$ cat src/rtl/mips_fetch_pkg.sv
// Shared types and constants for the MIPS instruction fetch front end.
package mips_fetch_pkg;

  typedef enum logic [1:0] {
    IDLE  = 2'd0,
    REQ   = 2'd1,
    VALID = 2'd2,
    FAULT = 2'd3
  } fetch_state_e;

  localparam logic [31:0] DEFAULT_RESET_VECTOR = 32'h0040_0000;
  localparam int unsigned DEFAULT_PC_INCR      = 4;
  localparam logic [1:0]  ALIGN_MASK           = 2'b11;

endpackage

$ cat src/rtl/fetch_pc_reg.sv
// Program counter register: reset load, sequential advance, redirect load and
// redirect-target alignment check.
module fetch_pc_reg
  import mips_fetch_pkg::*;
#(
  parameter logic [31:0] RESET_VECTOR = DEFAULT_RESET_VECTOR,
  parameter int unsigned PC_INCR      = DEFAULT_PC_INCR
) (
  input  logic        clk,
  input  logic        reset,
  input  logic        load_seq_i,
  input  logic        load_tgt_i,
  input  logic [31:0] target_i,
  output logic [31:0] pc_o,
  output logic [31:0] pc_plus4_o,
  output logic        misaligned_o
);

  logic [31:0] pc_q;
  logic [31:0] pc_d;

  assign pc_plus4_o   = pc_q + 32'(PC_INCR);
  assign misaligned_o = |(target_i[1:0] & ALIGN_MASK);
  assign pc_o         = pc_q;

  always_comb begin
    pc_d = pc_q;
    if (load_tgt_i)      pc_d = target_i;
    else if (load_seq_i) pc_d = pc_plus4_o;
  end

  always_ff @(posedge clk) begin
    if (reset) pc_q <= RESET_VECTOR;
    else       pc_q <= pc_d;
  end

endmodule

$ cat src/rtl/instruction_fetch_unit.sv
// Fetch stage: sequences req/ack fetches and holds the instruction for a stalling consumer.
// Define FETCH_COUNTER_EN to build the consumed-instruction counter on fetch_count.
module instruction_fetch_unit
  import mips_fetch_pkg::*;
#(
  parameter logic [31:0] RESET_VECTOR = DEFAULT_RESET_VECTOR,
  parameter int unsigned PC_INCR      = DEFAULT_PC_INCR
) (
  input  logic        clk,
  input  logic        reset,
  input  logic        stall,
  input  logic        redirect_valid,
  input  logic [31:0] redirect_target,
  output logic        imem_req,
  output logic [31:0] imem_addr,
  input  logic        imem_ack,
  input  logic [31:0] imem_rdata,
  output logic        instr_valid,
  output logic [31:0] instr,
  output logic [31:0] pc,
  output logic [31:0] pc_plus4,
  output logic        fetch_fault,
  output logic [31:0] fetch_count
);

  fetch_state_e state_q, state_d;
  logic [31:0]  instr_q, instr_d;
  logic         consume;
  logic         misaligned;
  logic         load_seq;
  logic         load_tgt;

  // Redirect is only honoured when the instruction is actually consumed.
  assign consume  = (state_q == VALID) && !stall;
  assign load_seq = consume && !redirect_valid;
  assign load_tgt = consume && redirect_valid && !misaligned;

  fetch_pc_reg #(
    .RESET_VECTOR (RESET_VECTOR),
    .PC_INCR      (PC_INCR)
  ) u_pc (
    .clk          (clk),
    .reset        (reset),
    .load_seq_i   (load_seq),
    .load_tgt_i   (load_tgt),
    .target_i     (redirect_target),
    .pc_o         (pc),
    .pc_plus4_o   (pc_plus4),
    .misaligned_o (misaligned)
  );

  always_comb begin
    state_d = state_q;
    instr_d = instr_q;
    unique case (state_q)
      IDLE: state_d = REQ;
      REQ: begin
        if (imem_ack) begin
          instr_d = imem_rdata;
          state_d = VALID;
        end
      end
      VALID: begin
        if (consume) begin
          if (redirect_valid && misaligned) state_d = FAULT;
          else                              state_d = REQ;
        end
      end
      FAULT: state_d = FAULT;
      default: state_d = IDLE;
    endcase
  end

  always_ff @(posedge clk) begin
    if (reset) begin
      state_q <= IDLE;
      instr_q <= '0;
    end else begin
      state_q <= state_d;
      instr_q <= instr_d;
    end
  end

  assign imem_req    = (state_q == REQ);
  assign imem_addr   = pc;
  assign instr_valid = (state_q == VALID);
  assign fetch_fault = (state_q == FAULT);
  assign instr       = instr_q;

`ifdef FETCH_COUNTER_EN
  logic [31:0] count_q;

  always_ff @(posedge clk) begin
    if (reset)        count_q <= '0;
    else if (consume) count_q <= count_q + 32'd1;
  end

  assign fetch_count = count_q;
`else
  assign fetch_count = 32'h0;
`endif

endmodule

$ cat config.mk
export PLATFORM = sky130hd
export DESIGN_NAME = instruction_fetch_unit
export DESIGN_NICKNAME = d
export VERILOG_FILES = /design/src/rtl/mips_fetch_pkg.sv /design/src/rtl/fetch_pc_reg.sv /design/src/rtl/instruction_fetch_unit.sv
export SDC_FILE = /design/constraint.sdc
export NUM_CORES = 1
export LEC_CHECK = 0
export BUFFER_PORTS_ARGS = -buffer_cell sky130_fd_sc_hd__buf_2
export CORE_MARGIN = 4
export CORE_UTILIZATION = 40
export DETAILED_ROUTE_END_ITERATION = 8
export PLACE_DENSITY = 0.85
export SLEW_MARGIN = 0
export SYNTH_ARGS = -nofsm -noshare
export SYNTH_HDL_FRONTEND = slang
export SYNTH_SLANG_ARGS = --single-unit
$ cat constraint.sdc
create_clock -name clk -period 4 [get_ports clk]
set_input_delay 0.2 -clock clk [delete_from_list [all_inputs] [get_ports clk]]
set_output_delay 0.2 -clock clk [all_outputs]
set_load 0.02 [all_outputs]
# After elaboration in Yosys (flattened, before gate mapping)
# Cells that the tools add are included.
# word_totals
register_bits	66
input_bits	69
out_inout_bits	163
# classes
add_sub_neg	1
eq_ne	5
mux	6
reduce_logical	13
# op_table
operator	n
$mux 32	2
$add 32x3->32 const B	1
$pmux 2 s4	1
$mux 2	3
$logic_and 1x1->1	5
$eq 2x2->1 const B	2
$ne 2x1->1 const B	2
$reduce_and 2->1	2
$logic_not 1->1	3
$eq 2x1->1 const B	1
$logic_not 2->1	1
$reduce_bool 2->1	1
$reduce_or 2->1	1

# Logic depth before layout (Yosys ltp)
# depth
depth_word	5
ltp_mapped	7
mapped_depth_nobuf	6

# Cells and area by module
# A second synthesis with hierarchy kept.
# unflattened
hier_cells	546
hier_area_um2	4501.8
# by_module_without_submodules
module	instances	cells_each	area_per_inst_um2	seq_area_each_um2
fetch_pc_reg	1	329	2429.8	640.6
instruction_fetch_unit	1	217	2072.0	680.7

# Worst setup path before layout
# Ideal clock, no wire load.
# synth_path
path_type	register to register
from	reg u_pc.pc_q[2], in the netlist u_pc.pc_o[2]
to	reg u_pc.pc_q[16], in the netlist u_pc.pc_o[16]
setup_ns	0.060
arrival_ns	2.302
setup_slack_ns	1.638
stages_incl_launch_ff	7
path_buffers	0
period_less_slack_ns	2.362
path_cell_list	dfxtp_1 -> ha_1 -> nand4_2 -> nor4_2 -> and3_2 -> xor2_1 -> a31o_1
# synth_between
elab_chain_cells	3
# synth_lines
element	line_no	source
start, declared	fetch_pc_reg.sv:19	logic [31:0] pc_q;
start signal, assigned	fetch_pc_reg.sv:34	else pc_q <= pc_d;
$add 32x3->32	fetch_pc_reg.sv:22	assign pc_plus4_o = pc_q + 32'(PC_INCR);
named net pc_plus4[16]	instruction_fetch_unit.sv:21	output logic [31:0] pc_plus4,
$mux 32	fetch_pc_reg.sv:29	else if (load_seq_i) pc_d = pc_plus4_o;
$mux 32	fetch_pc_reg.sv:28	if (load_tgt_i) pc_d = target_i;
# The timed path passes the listed nets, and every way through them passes these cells. The select of a mux whose other input is x is not followed.
# A chain may end at the register's enable or synchronous reset.

# Worst setup path in the final report
# layout_path
from	reg u_pc.pc_q[2], in the netlist u_pc.pc_o[2]
to	out pc_plus4[16]
# layout_between
elab_chain_cells	1
# layout_lines
element	line_no
$add 32x3->32	fetch_pc_reg.sv:22
end, declared	instruction_fetch_unit.sv:21
# No other way between the ends.

==> metrics.yaml <==
outcome:
  status: "finished clean"
global_routing:
  grt_pass1_vias: 3506
  antenna_found_initial: 0
  grtUsageTotal_pct: 18.78
  grt_pass1_wl_mm: 17.36
  grt.overflow.total: 0
  grt_max_degree: 60
timing:
  fin_ws_ns: 1.176
  max_slew_margin_pct: 27.76
  finalSetupTns_ns: 0
  hold-worst-slack_ns: 0.08473
  fin_crit_ns: 2.824
  hold_viol_final: 0
  finClkSkew_ns: 0.008314
  setup_viol: 0
  finalCritPeriodShare_pct: 70.60
  grt_setup_unrepaired: "false"
  drv_slew: 0
  worstMarginPinSlew_ns: 1.081
  fmax_mhz: 354.1
detailed_routing:
  wl_per_cell_um: 14.60
  drt-initial-drc-count: 258
  ant_nets: 0
  firstDrtPassIters: 4
  wirelength_mm: 11.35
  drc: 0
  vias: 3921
  vias_per_cell: 5.046
floorplanning:
  rows: 35
  die_width_um: 106.6
  start_util_pct: 41.52
  dieArea_mm2: 0.01137
  die_y_um: 106.6
  ioPinCount: 232
  core_area_mm2: 0.009371
min_path:
  hp-start: "imem_rdata[2]"
  worstHoldPathType: "in -> reg"
clocking:
  clk_path_buf_depth: 2
  clk_latency_ns: 0.34
  cts-buffers-inserted: 9
  post_cts_buffers: 0
  cts_htree_levels: 3
  clkTransAtPathRegs_ns: 0.08
  cts_tree: "yes"
  cts-root-buf: "clkbuf_8"
  holdBufCountCts: 0
  cts_sinks: 66
  cts_resized: 0
critical_path:
  critical_path.max_fanout: 8
  worst-endpoint-arrival_ns: 2.62
  crit_type: "reg -> out"
  required_ns: 3.80
  start_kind: "register"
  cp-startpoint: "u_pc.pc_o[2]"
  ff2ff_setup_slack_ns: 1.52
  r2r-start: "u_pc.pc_o[2]"
  worstSetupEndpointType: "output pin"
  critPathCapture: "pc_plus4[16]"
  ff2ff_path_depth: 6
  timing.rr.end: "u_pc.pc_o[20]"
synth:
  ys_types: 51
  ys_warn_count: 0
  yosysSeqAreaShare_pct: 33.95
  synthArstFlopShare_pct: 0
  synth_edf_count: 0
  synthFlopType: "dfxtp_1"
  syn_inst: 493
  synth.avg_cell_area_um2: 7.893
  netlist_area_mm2: 0.003891
  ys_seq_elements: 66
power_and_ir_drop:
  ir_drop_mv: 0.2199
  p_leak_nw: 2.305
  pwr_density_cell_mw_per_mm2: 329.1
finish:
  seqCellArea_mm2: 0.001321
  fin_nets: 713
  area_growth_syn_to_layout_pct: 22.31
  final_area_mm2: 0.004760
  antenna_cells: 0
  fin_util_pct: 50.79
  fillers: 945
  multi_input_area_mm2: 0.002049
  final_layout_size_suffix_gt1_share_pct: 36.11
run:
  drv_cap: 0
place:
  dpl-instance-area_mm2: 0.004581
  post-dp-hpwl_mm: 8.297
  dp_slack_ns: 1.574
  port_buffers: 199
  place_congestion: 0.7979
-- power by group --
part / switching (mW) / total, mW / internal (mW) / leakage, nW
Sequential: 0.0437 / 0.734 / 0.690 / 0.536
Clock: 0.283 / 0.512 / 0.229 / 0.0858
Combinational: 0.207 / 0.321 / 0.114 / 1.68
-- Yosys cell counts (5+ instances only) --
cell	number	area, µm²
nand2_1	86	322.8
buf_4	66	495.5
dfxtp_1	66	1321
a21oi_1	51	255.2
nand3_1	24	120.1
clkbuf_1	21	78.83
nor2_1	19	71.32
xnor2_1	19	166.4
a22o_1	8	70.07
a22oi_1	8	60.06
a31oi_1	8	50.05
inv_1	8	30.03
xor2_1	8	70.07
buf_2	7	35.03
nor3_1	7	35.03
o21ai_0	7	35.03
o32ai_1	7	61.31
or3_1	6	37.54
and2_1	5	31.28
and3_1	5	31.28
nand4_1	5	31.28
o311ai_1	5	43.79
-- final cells by class --
| class | count | area share, % |
|---|---|---|
| multi-input combinational | 356 | 43.06 |
| sequential | 66 | 27.76 |
| timing repair buffer | 202 | 21.40 |
| tap | 129 | 3.391 |
| clock buffer | 9 | 2.603 |
| clock inverter | 7 | 1.157 |
| inverter | 8 | 0.6309 |
-- per-layer routing --
layer  routed length, µm  GRT usage, %  up-vias
met5                   0             0        -
met4                 141         5.753        0
met1                4695         23.51     1779
met3                1177         6.562       12
met2                5332         30.40      202
li1                    -             -     1928
-- sequential cells by signal (all words and copies together) (netlist names) --
| register | flops |
|---|---|
| instr | 32 |
| u_pc.pc_o | 32 |
| state_q | 2 |
-- worst min path at each step --
stage | end | slack, ns | depth (start not counted)
final | instr[2] | 0.08 | 3
after global routing | instr[6] | 0.07 | 3
after CTS | instr[11] | 0.06 | 3
after detailed placement | instr[12] | 0.44 | 2
after global placement | instr[17] | 0.44 | 2
after floorplan | state_q[0] | 0.30 | 1
-- worst max-delay path, cell delays in order, from the launching register on --
cell	delay (ns)
dfxtp_1	0.52
ha_1	0.33
nand4_2	0.28
nor4_2	0.46
and3_2	0.25
xor2_1	0.24
buf_2	0.22
-- cell families (layout without fill, tap and decap cells) --
group / after synthesis / after routing / share of synthesized area [%]
compound gates: 107 / 107 / 17.46
xor+xnor: 27 / 27 / 6.077
fa+ha+maj: 1 / 1 / 0.3215
buf+inv: 102 / 226 / 16.43
flops: 66 / 66 / 33.96
other cells: 1 / 32 / 0.09637
simple gates: 189 / 189 / 25.66
-- cell usage in the layout (no fill, tap or decap), drive strengths merged, types with 2 or more instances in the layout --
| master | instances |
|---|---|
| a21o | 3 |
| inv | 9 |
| a21oi | 51 |
| xor2 | 8 |
| nand2b | 3 |
| or3 | 6 |
| and2 | 5 |
| a22o | 8 |
| xnor2 | 19 |
| nor3b | 3 |
| o311ai | 5 |
| or2 | 4 |
| nand3b | 2 |
| o22ai | 2 |
| o32ai | 7 |
| nor2 | 19 |
| nand4 | 8 |
| clkinv | 4 |
| clkinvlp | 2 |
| a211oi | 2 |
| dfxtp | 66 |
| and3 | 6 |
| o21ai | 7 |
| nor3 | 7 |
| conb | 32 |
| buf | 202 |
| clkbuf | 9 |
| and4 | 2 |
| nand3 | 24 |
| a22oi | 8 |
| a31oi | 8 |
| nor2b | 3 |
| nand2 | 87 |
| nor4 | 7 |
-- metrics by stage --
| step | power (mW) | instances |
|---|---|---|
| after detailed placement | 1.070 | 761 |
| after global routing | 1.646 | 777 |
| after CTS | 1.585 | 777 |
| after floorplan | 0.9925 | 524 |
| final | 1.566 | 777 |
| after global placement | 1.065 | 761 |
(Power assumes the default switching activity.)
